`src/rtl/lcd_pkg.sv`:
```
// Shared constants, types and address mapping for the HD44780 bus receiver.
package lcd_pkg;

  localparam logic [7:0] CMD_CLEAR   = 8'h01;
  localparam logic [7:0] CMD_HOME    = 8'h02;
  localparam logic [7:0] CMD_ENTRY   = 8'h04;
  localparam logic [7:0] CMD_DISPLAY = 8'h08;
  localparam logic [7:0] CMD_SHIFT   = 8'h10;
  localparam logic [7:0] CMD_FUNC    = 8'h20;
  localparam logic [7:0] CMD_DDRAM   = 8'h80;

  localparam logic [6:0] LINE1_BASE = 7'h00;
  localparam logic [6:0] LINE2_BASE = 7'h40;
  localparam logic [6:0] LINE_LEN   = 7'd16;
  localparam int unsigned NUM_CHARS = 32;

  localparam logic [7:0] CLEAR_CHAR = 8'h20;

  localparam logic [3:0] INIT_NIB_4BIT = 4'h2;

  localparam logic [1:0] ST_INIT8  = 2'd0;
  localparam logic [1:0] ST_NIB_HI = 2'd1;
  localparam logic [1:0] ST_NIB_LO = 2'd2;

  typedef struct packed {
    logic       rs;
    logic       rw;
    logic [3:0] d;
  } lcd_xfer_t;

  typedef struct packed {
    logic       hit;
    logic [4:0] idx;
  } ddram_slot_t;

  // Each visible line is a 16-entry window; the upper address bits select the line.
  function automatic ddram_slot_t ddram_slot(input logic [6:0] addr);
    ddram_slot_t s;
    s.hit = 1'b0;
    s.idx = '0;
    if (addr[6:4] == LINE1_BASE[6:4]) begin
      s.hit = 1'b1;
      s.idx = {1'b0, addr[3:0]};
    end else if (addr[6:4] == LINE2_BASE[6:4]) begin
      s.hit = 1'b1;
      s.idx = {1'b1, addr[3:0]};
    end
    return s;
  endfunction

endpackage

```
`src/rtl/lcd_e_sync.sv`:
```
// Input synchronizers, lcd_e fall detector and saturating e-high width counter.
module lcd_e_sync
  import lcd_pkg::*;
#(
  parameter int unsigned SYNC_STAGES = 2,
  parameter int unsigned MIN_E_HIGH  = 8
) (
  input  logic       Clock,
  input  logic       Reset,
  input  logic       e_i,
  input  logic       rs_i,
  input  logic       rw_i,
  input  logic [3:0] d_i,
  output logic       fall_o,
  output lcd_xfer_t  xfer_o,
  output logic       pulse_ok_o
);

  localparam int unsigned CW = $clog2(MIN_E_HIGH + 1);
  localparam logic [CW-1:0] CNT_MAX = CW'(MIN_E_HIGH);

  typedef struct packed {
    logic      e;
    lcd_xfer_t x;
  } bus_t;

  bus_t [SYNC_STAGES-1:0] sync_q;
  logic                   e_s;
  logic                   e_prev_q;
  logic                   fall;
  logic                   fall_q;
  logic                   ok_q;
  lcd_xfer_t              xfer_q;
  logic [CW-1:0]          cnt_q;

  assign e_s  = sync_q[SYNC_STAGES-1].e;
  assign fall = e_prev_q & ~e_s;

  always_ff @(posedge Clock) begin
    if (Reset) begin
      sync_q   <= '0;
      e_prev_q <= 1'b0;
      cnt_q    <= '0;
      fall_q   <= 1'b0;
      ok_q     <= 1'b0;
      xfer_q   <= '0;
    end else begin
      sync_q[0] <= {e_i, rs_i, rw_i, d_i};
      for (int i = 1; i < SYNC_STAGES; i++) sync_q[i] <= sync_q[i-1];
      e_prev_q <= e_s;
      fall_q   <= fall;
      // Width counter restarts whenever e is low, so at the fall it holds this pulse's width.
      if (e_s) begin
        if (cnt_q != CNT_MAX) cnt_q <= cnt_q + CW'(1);
      end else begin
        cnt_q <= '0;
      end
      if (fall) begin
        xfer_q <= sync_q[SYNC_STAGES-1].x;
        ok_q   <= (cnt_q == CNT_MAX);
      end
    end
  end

  assign fall_o     = fall_q;
  assign xfer_o     = xfer_q;
  assign pulse_ok_o = ok_q;

endmodule

```
`src/rtl/lcd_hd44780_receiver.sv`:
```
// Receive side of the HD44780 4-bit write bus: rebuilds bytes, executes the
// controller's command subset and keeps a 2x16 shadow of the display.
module lcd_hd44780_receiver #(
  parameter int unsigned SYNC_STAGES = 2,
  parameter int unsigned MIN_E_HIGH  = 8,
  parameter logic [7:0]  CLEAR_CHAR  = lcd_pkg::CLEAR_CHAR
) (
  input  logic         Clock,
  input  logic         Reset,
  input  logic         lcd_rs,
  input  logic         lcd_rw,
  input  logic         lcd_e,
  input  logic [3:0]   lcd_d,
  output logic [255:0] oChars,
  output logic [6:0]   oAddr,
  output logic         oDisplayOn,
  output logic         oFourBitMode,
  output logic         oByteValid,
  output logic [7:0]   oByte,
  output logic         oByteIsData,
  output logic         oFrameDone,
  output logic         oError
);

  import lcd_pkg::*;

  logic        fall;
  lcd_xfer_t   xfer;
  logic        pulse_ok;

  logic [1:0]  state_q, state_d;
  logic [3:0]  hi_q, hi_d;
  logic        hi_rs_q, hi_rs_d;
  logic [7:0]  chars_q [NUM_CHARS];
  logic [7:0]  chars_d [NUM_CHARS];
  logic [6:0]  addr_q, addr_d;
  logic        disp_q, disp_d;
  logic        four_q, four_d;
  logic        inc_q, inc_d;
  logic        bvalid_q, bvalid_d;
  logic [7:0]  byte_q, byte_d;
  logic        bdata_q, bdata_d;
  logic        frame_q, frame_d;
  logic        err_q, err_d;

  logic [7:0]  cur;
  ddram_slot_t slot;

  lcd_e_sync #(
    .SYNC_STAGES (SYNC_STAGES),
    .MIN_E_HIGH  (MIN_E_HIGH)
  ) u_sync (
    .Clock      (Clock),
    .Reset      (Reset),
    .e_i        (lcd_e),
    .rs_i       (lcd_rs),
    .rw_i       (lcd_rw),
    .d_i        (lcd_d),
    .fall_o     (fall),
    .xfer_o     (xfer),
    .pulse_ok_o (pulse_ok)
  );

  always_comb begin
    state_d  = state_q;
    hi_d     = hi_q;
    hi_rs_d  = hi_rs_q;
    chars_d  = chars_q;
    addr_d   = addr_q;
    disp_d   = disp_q;
    four_d   = four_q;
    inc_d    = inc_q;
    err_d    = err_q;
    bvalid_d = 1'b0;
    byte_d   = byte_q;
    bdata_d  = bdata_q;
    frame_d  = 1'b0;
    cur      = {hi_q, xfer.d};
    slot     = ddram_slot(addr_q);

    if (fall) begin
      if (!pulse_ok || xfer.rw) begin
        err_d = 1'b1;
      end else begin
        unique case (state_q)
          ST_INIT8: begin
            // 8-bit wake-up writes carry only D7..D4; only the 4-bit switch matters.
            if (!xfer.rs && xfer.d == INIT_NIB_4BIT) begin
              four_d  = 1'b1;
              state_d = ST_NIB_HI;
            end
          end
          ST_NIB_HI: begin
            hi_d    = xfer.d;
            hi_rs_d = xfer.rs;
            state_d = ST_NIB_LO;
          end
          ST_NIB_LO: begin
            state_d  = ST_NIB_HI;
            bvalid_d = 1'b1;
            byte_d   = cur;
            bdata_d  = xfer.rs;
            if (hi_rs_q != xfer.rs) err_d = 1'b1;
            if (xfer.rs) begin
              if (slot.hit) chars_d[slot.idx] = cur;
              frame_d = (addr_q == LINE2_BASE + LINE_LEN - 7'd1);
              addr_d  = inc_q ? addr_q + 7'd1 : addr_q - 7'd1;
            end else if (cur >= CMD_DDRAM) begin
              addr_d = cur[6:0];
            end else if (cur < CMD_SHIFT) begin
              // Shift, function set and CGRAM addressing leave the shadow untouched.
              if (cur >= CMD_DISPLAY) begin
                disp_d = cur[2];
              end else if (cur >= CMD_ENTRY) begin
                inc_d = cur[1];
              end else if (cur >= CMD_HOME) begin
                addr_d = '0;
              end else if (cur == CMD_CLEAR) begin
                for (int i = 0; i < NUM_CHARS; i++) chars_d[i] = CLEAR_CHAR;
                addr_d = '0;
                inc_d  = 1'b1;
              end
            end
          end
          default: state_d = ST_INIT8;
        endcase
      end
    end
  end

  always_ff @(posedge Clock) begin
    if (Reset) begin
      state_q  <= ST_INIT8;
      hi_q     <= '0;
      hi_rs_q  <= 1'b0;
      for (int i = 0; i < NUM_CHARS; i++) chars_q[i] <= CLEAR_CHAR;
      addr_q   <= '0;
      disp_q   <= 1'b0;
      four_q   <= 1'b0;
      inc_q    <= 1'b1;
      bvalid_q <= 1'b0;
      byte_q   <= '0;
      bdata_q  <= 1'b0;
      frame_q  <= 1'b0;
      err_q    <= 1'b0;
    end else begin
      state_q  <= state_d;
      hi_q     <= hi_d;
      hi_rs_q  <= hi_rs_d;
      chars_q  <= chars_d;
      addr_q   <= addr_d;
      disp_q   <= disp_d;
      four_q   <= four_d;
      inc_q    <= inc_d;
      bvalid_q <= bvalid_d;
      byte_q   <= byte_d;
      bdata_q  <= bdata_d;
      frame_q  <= frame_d;
      err_q    <= err_d;
    end
  end

  for (genvar g = 0; g < NUM_CHARS; g++) begin : g_pack
    assign oChars[255-8*g -: 8] = chars_q[g];
  end

  assign oAddr        = addr_q;
  assign oDisplayOn   = disp_q;
  assign oFourBitMode = four_q;
  assign oByteValid   = bvalid_q;
  assign oByte        = byte_q;
  assign oByteIsData  = bdata_q;
  assign oFrameDone   = frame_q;
  assign oError       = err_q;

endmodule

```
`config.mk`:
```
export PLATFORM = sky130hd
export DESIGN_NAME = lcd_hd44780_receiver
export DESIGN_NICKNAME = d
export VERILOG_FILES = /design/src/rtl/lcd_pkg.sv /design/src/rtl/lcd_e_sync.sv /design/src/rtl/lcd_hd44780_receiver.sv
export SDC_FILE = /design/constraint.sdc
export NUM_CORES = 1
export LEC_CHECK = 0
export ABC_AREA = 0
export CAP_MARGIN = 40
export CORE_ASPECT_RATIO = 0.7
export CORE_MARGIN = 4
export CORE_UTILIZATION = 49
export CTS_BUF_LIST = sky130_fd_sc_hd__clkbuf_16
export DETAILED_ROUTE_END_ITERATION = 10
export GPL_TIMING_DRIVEN = 0
export PLACE_DENSITY = 0.78
export REMOVE_ABC_BUFFERS = 1
export SLEW_MARGIN = 20
export SYNTH_ARGS = -nofsm -noshare
export SYNTH_HDL_FRONTEND = slang
export SYNTH_SLANG_ARGS = --single-unit
export TNS_END_PERCENT = 5
```
`constraint.sdc`:
```
create_clock -name Clock -period 2.61 [get_ports Clock]
set_clock_uncertainty 0.15 [all_clocks]
set_input_delay 0.261 -clock Clock [delete_from_list [all_inputs] [get_ports Clock]]
set_output_delay 0.261 -clock Clock [all_outputs]
set_load 0.02 [all_outputs]
```
* After elaboration in Yosys (flattened, before gate mapping)
Cells that the tools add are included.
** Operators by class
- $add $sub $neg :: 3
- Multipliers :: 0
- Divide/modulo/power cells :: 0
- Order comparisons :: 7
- Equality and inequality tests :: 18
- Shifts and indexed selects :: 0
- Muxes and demuxes :: 30
- Bitwise gates (word level) :: 9
- Reduce and logical (&&, ||, !) cells :: 26
** Operators by type and width (count)
- 256-bit two-way mux :: 8
- 256-bit bitwise mux :: 1
- 7-bit two-way mux :: 8
- 8-bit demux with 5-bit select :: 1
- 7-bit AND reduction :: 2
- 6-bit two-way mux :: 2
- 3-bit AND reduction :: 4
- 10-bit AND reduction :: 1
- 2-bit nonzero test :: 5
- 9-bit AND reduction :: 1
- 8-bit by 1-bit == test with 1-bit output (second input constant) :: 1
- 8-bit by 2-bit >= comparator with 1-bit output (second input constant) :: 1
- 8-bit by 3-bit >= comparator with 1-bit output (second input constant) :: 1
- 8-bit by 4-bit >= comparator with 1-bit output (second input constant) :: 1
- 8-bit >= comparator (second input constant) :: 1
- 8-bit by 5-bit less-than comparator with 1-bit output (second input constant) :: 1
- 8-bit two-way mux :: 1
- 2-bit by 1-bit != test with 1-bit output (second input constant) :: 4
- 7-bit by 1-bit adder with 7-bit output (second input constant) :: 1
- 7-bit == test (second input constant) :: 1
- 1-bit two-way mux :: 7
- 1-bit inverter :: 7
- 7-bit by 1-bit subtractor with 7-bit output (second input constant) :: 1
- 6-bit >= comparator (second input constant) :: 1
- 26 further kinds :: 31
** Word-level totals
- Register bits :: 312
- Bits in latches :: 0
- Memory bits (writable) :: 0
- Memory bits (read-only) :: 0
- Input bits :: 9
- Word-level logic and storage cells :: 152
- Memories :: 0

* Logic depth before layout (Yosys ltp)
- Depth in word-level cells :: 11
- Gate-level depth with buffers :: 9
- Mapped depth without buffers :: 7

* By module
Synthesis repeated with hierarchy kept, for this count alone.
** Unflattened totals
- Cell total of the unflattened synthesis :: 1002
- Area, all modules :: 11016.8 µm²
** By module, submodules not included
- lcd_hd44780_receiver :: times used 1, cells each 916, area an instance 10129.7 µm², sequential area each 5705.5 µm²
- lcd_e_sync :: times used 1, cells each 86, area an instance 887.1 µm², sequential area each 540.5 µm²

* Least setup slack after synthesis
No wires, ideal clock.
- Kind :: register -> register
- From :: reg addr_q[1], in the netlist oAddr[1]
- To :: reg addr_q[5], in the netlist oAddr[5]
- Library setup time :: 0.116 ns
- Arrival time :: 1.895 ns
- Data required time :: 2.344 ns
- Path slack :: 0.449 ns
- Stages on the path, launching flop included :: 6
- Path buffers :: 0
- Period minus slack after synthesis :: 2.161 ns
- Cells stage by stage :: dfxtp_1 > ha_1 > a211oi_1 > nor2_1 > or4_1 > a41o_1
** On the way
- Word-level cells in the longest chain between the ends :: 3
- Elaborated cells between the ends (all ways) :: 4
- Those cells by class :: 2 x add/sub; 2 x mux
** Ends and longest elaborated chain
- start, declared :: line lcd_hd44780_receiver.sv:36 : logic [6:0] addr_q, addr_d;
- start signal, assigned :: line lcd_hd44780_receiver.sv:151 : addr_q <= addr_d;
- 7-bit by 1-bit subtractor with 7-bit output / 7-bit by 1-bit adder with 7-bit output (equally long branches) :: line lcd_hd44780_receiver.sv:107 : addr_d = inc_q ? addr_q + 7'd1 : addr_q - 7'd1;
- 7-bit two-way mux * :: line lcd_hd44780_receiver.sv:107
- 7-bit two-way mux * :: line lcd_hd44780_receiver.sv:104 : if (xfer.rs) begin
Mark *: on every way between the ends. The rest lies on a longest branch, timed or not.
A chain may end at the register's enable or synchronous reset.

* Worst setup path in the final report
- From :: reg u_sync.xfer_q, in the netlist u_sync.xfer_o[0]
- To :: reg chars_q, in the netlist oChars[28]
** On the way
- Word-level cells in the longest chain between the ends :: 3
- Elaborated cells between the ends (all ways) :: 13
- Those cells by class :: 5 x order compare; 5 x eq/ne; 3 x reduce/logical
** Ends and longest elaborated chain
- start, declared :: line lcd_e_sync.sv:33 : lcd_xfer_t xfer_q;
- start signal, assigned :: line lcd_e_sync.sv:59 : xfer_q <= sync_q[SYNC_STAGES-1].x;
- 8-bit by 2-bit >= comparator with 1-bit output (tied with other cells) :: line lcd_hd44780_receiver.sv:116 : end else if (cur >= CMD_HOME) begin
- 2-bit by 1-bit != test with 1-bit output (no source line) / 2-bit nonzero test (equally long branches)
- 10-bit AND reduction (no source line) *
- end signal, assigned :: line lcd_hd44780_receiver.sv:150 : chars_q <= chars_d;
- end, declared :: line lcd_hd44780_receiver.sv:34 : logic [7:0] chars_q [NUM_CHARS];
Marks and branches as above.

==> key figures <==
Outcome
  – Outcome: completed

Worst setup path
  – R2r setup slk: 80 ps
  – CP Launch Type: flop
  – Critical Path RT: 2890 ps
  – Endpoint class of the critical path: flop
  – Crit Reg-Reg Endpoint: oChars[28]$_SDFFE_PP0P_
  – Crit path DAT: 2810 ps
  – CP max FO: 11
  – Worst reg2reg path startpoint: u_sync.xfer_o[0]$_SDFFE_PP0P_
  – Critical path start-end classification: reg2reg
  – Reg2reg path depth: 6

Worst hold path
  – Worst Hold Depth: 2
  – Worst Hold End: oByte[3]$_SDFFE_PP0P_
  – Hold Startpoint: Reset
  – Hold crit path type: in2reg

Placed design
  – Pre-CTS WS: -601 ps
  – GPL Wtd Cong: between 0.8 and 0.9
  – Placed cell areas: approximately 14000 um^2
  – DP Wirelength: 24.8 mm
  – IO buf count: 285

Final layout
  – Fin nets: 1325
  – Most common cell after layout, fill and taps aside: dfxtp_1
  – Non-Filler Cell Area, Final: 15400 um^2
  – Most frequent cells in the layout: 310 x dfxtp_1, 284 x clkdlybuf4s50_1, 133 x o2bb2ai_1
  – Layout cells sized above 1: 0.0889
  – Antenna Cells: 0
  – Area growth from synthesis to layout: 37.5%

CTS
  – CTS tree: yes
  – Quantity of hold-fixing buffers added after cts: 0
  – Clock root buffer: clkbuf_16
  – Clock sinks: 312
  – H-tree levels: 1
  – TritonCTS Buffers: 28
  – Clk slew on worst S/H paths: 70 ps
  – CTS max path bufs: 3
  – Worst-skew pair later-pin latency: 540 ps

STA
  – Final Critical Period: 2530 ps
  – Final hold viol count: 0
  – Least-Margin Pin Slew: 754 ps
  – Worst setup margin: 76.8 ps
  – Max Slew Vio Count: 0
  – Max Clock Freq: roughly 400 MHz
  – Slew headroom: 0.495
  – RSZ-0062 raised after global routing: no
  – Final setup viols: 0
  – Period utilization: 0.971

Detailed routing
  – Routed via count: 9652
  – Wirelength per Cell: 21.8 um
  – Final ANT Viol Nets: 0
  – Total wire length: ~36 mm
  – 1st-iter DRT viols: 770
  – DR vias/cell: approximately 6
  – Residual DRC count: 0
  – Drt first pass iters: 5

Power and ir drop
  – IR drop worst, VDD: 0.000616 V
  – LEAKAGE: roughly 5 nW
  – Pwr/cell area: 617 nW/um^2

Floorplan
  – Core box area: 22100 um^2
  – Ports: 286
  – Initial Utilization: 0.507
  – Rows: 45
  – Chip Width: 189 um
  – Die area: 25400 um^2
  – Chip height: between 100 and 150 um

Global routing
  – Global Route Usage Sum: 0.262
  – Largest net degree at the start of global routing: between 80 and 90
  – Initial antenna violation count: 0
  – Number of global-route vias before repair: 9065
  – Grt ovf: 0
  – First-pass GRT wire length: 53.4 mm

Synthesis
  – Area leader, netlist: dfxtp_1
  – Avg Synthesized Cell Area: around 11 um^2
  – Cell Area, Synth: between 10000 and 15000 um^2
  – Top post-synthesis cells by area: dfxtp_1 56%, o2bb2ai_1 10%, a22o_1 4.9%
  – Synthesis Warnings: 0
  – Area share of the largest cell type after synthesis: 0.558
  – Post-Syn Instances: 1054
  – Async SR Flop Fraction: 0
  – Synth cell types: 59
  – Post-synth EDFFs: 0
  – Synth Register Bits: 312
  – Ys flop type: dfxtp_1
  – Post-synthesis sequential area ratio: 0.558

Flow run
  – MaxCap Viol Count: 0
## timing repair
item / 4_1_cts / 5_1_grt
resized for setup: 15 / 15
pin swaps: 1 / 1
gates cloned: 0 / 0
setup endpoints to repair: 237 / 171
setup buffers: 1 / 2
## report_power, final
part | total, W | internal (W) | switching [W] | leakage [nW]
Clock | 0.00457 | 0.00279 | 0.00178 | 0.506
Combinational | 0.000145 | 0.0000399 | 0.000105 | 2.11
Sequential | 0.00478 | 0.00477 | 0.00000592 | 2.52
## flip-flops by register name (all words and copies together) (netlist names), 2 cells and up
signal / count
oAddr: 7
u_sync.xfer_o: 6
u_sync.sync_q: 13
state_q: 2
oByte: 8
oChars: 256
hi_q: 4
u_sync.cnt_q: 4
## cell usage after synthesis, types with 6 or more instances
library cell	n
clkbuf_2	6
a31oi_1	24
nand2_1	73
nor2b_1	23
ha_1	7
mux2i_1	6
a22o_1	63
nand3b_1	6
a21oi_1	47
a21oi_2	16
nand2b_1	12
a211oi_1	29
buf_6	6
inv_1	33
o32ai_1	30
and2_1	13
o21ai_0	29
dfxtp_1	312
nor2_1	40
nor3_1	10
nand3_1	17
clkbuf_1	35
buf_2	19
o2bb2ai_1	133
## layer usage
layer	wire, um	share of wire	track usage	vias up
li1	-	-	-	4459
met1	16100	0.45	0.375	4683
met2	15700	0.44	0.405	448
met3	2900	0.081	0.0536	62
met4	820	0.023	0.0708	0
met5	0	0	0	-
## worst max path at each step
| stage | from | to | slack, ps | cells after the start |
|---|---|---|---|---|
| 6_report | u_sync.xfer_o[0]$_SDFFE_PP0P_ | oChars[28]$_SDFFE_PP0P_ | 80 | 6 |
| 5_1_grt | oAddr[1]$_SDFFE_PP0P_ | oChars[228]$_SDFFE_PP0P_ | 4 | 5 |
| 4_1_cts | u_sync.xfer_o[5]$_SDFFE_PP0P_ | oChars[41]$_SDFFE_PP0P_ | 10 | 7 |
| 3_5_place_dp | u_sync.xfer_o[4]$_SDFFE_PP0P_ | oChars[106]$_SDFFE_PP0P_ | -600 | 6 |
| 3_3_place_gp | Reset | oChars[37]$_SDFFE_PP1P_ | -4730 | 4 |
| 2_1_floorplan | u_sync.xfer_o[5]$_SDFFE_PP0P_ | oChars[120]$_SDFFE_PP0P_ | -710 | 5 |
## cell families after synthesis
group | after synthesis | synth area share
AO/OA/AOI/OAI | 387 | 0.271
XOR/XNOR | 8 | 0.00626
adder cells (fa/ha/maj) | 8 | 0.00962
buffers and inverters | 106 | 0.0434
flip-flops | 312 | 0.558
multiplexers | 6 | 0.00537
AND/OR/NAND/NOR | 227 | 0.106
## stage by stage
stage	TNS, ps	util	hold WS (ps)	instances	power, W
floorplan	-105400	-	179	981	0.00495
global placement	-1100800	0.637	268	1571	0.00502
detailed placement	-89470	0.645	270	1580	0.00502
CTS	0	0.694	11.9	1631	0.00953
global route	0	0.697	59.0	1633	0.00972
finish	0	0.697	29.6	1633	0.00949
## final cells by class
| type | instances | area, um^2 |
|---|---|---|
| Clock buffer | 29 | 726 |
| Sequential cell | 312 | 6250 |
| Fill cell | 1708 | 6690 |
| Multi-Input combinational cell | 636 | 4570 |
| Inverter | 33 | 124 |
| Clock inverter | 21 | 298 |
| Timing Repair Buffer | 297 | 3030 |
| Tap cell | 305 | 382 |
## worst max-delay path: stages (launching register included)
cell and delay [ps]:
dfxtp_1 640, nor4b_2 320, a32oi_2 220, buf_4 200, a211oi_2 420, nor2_1 210
a22o_1 270
Note: power is estimated with default switching activity, not from simulation.
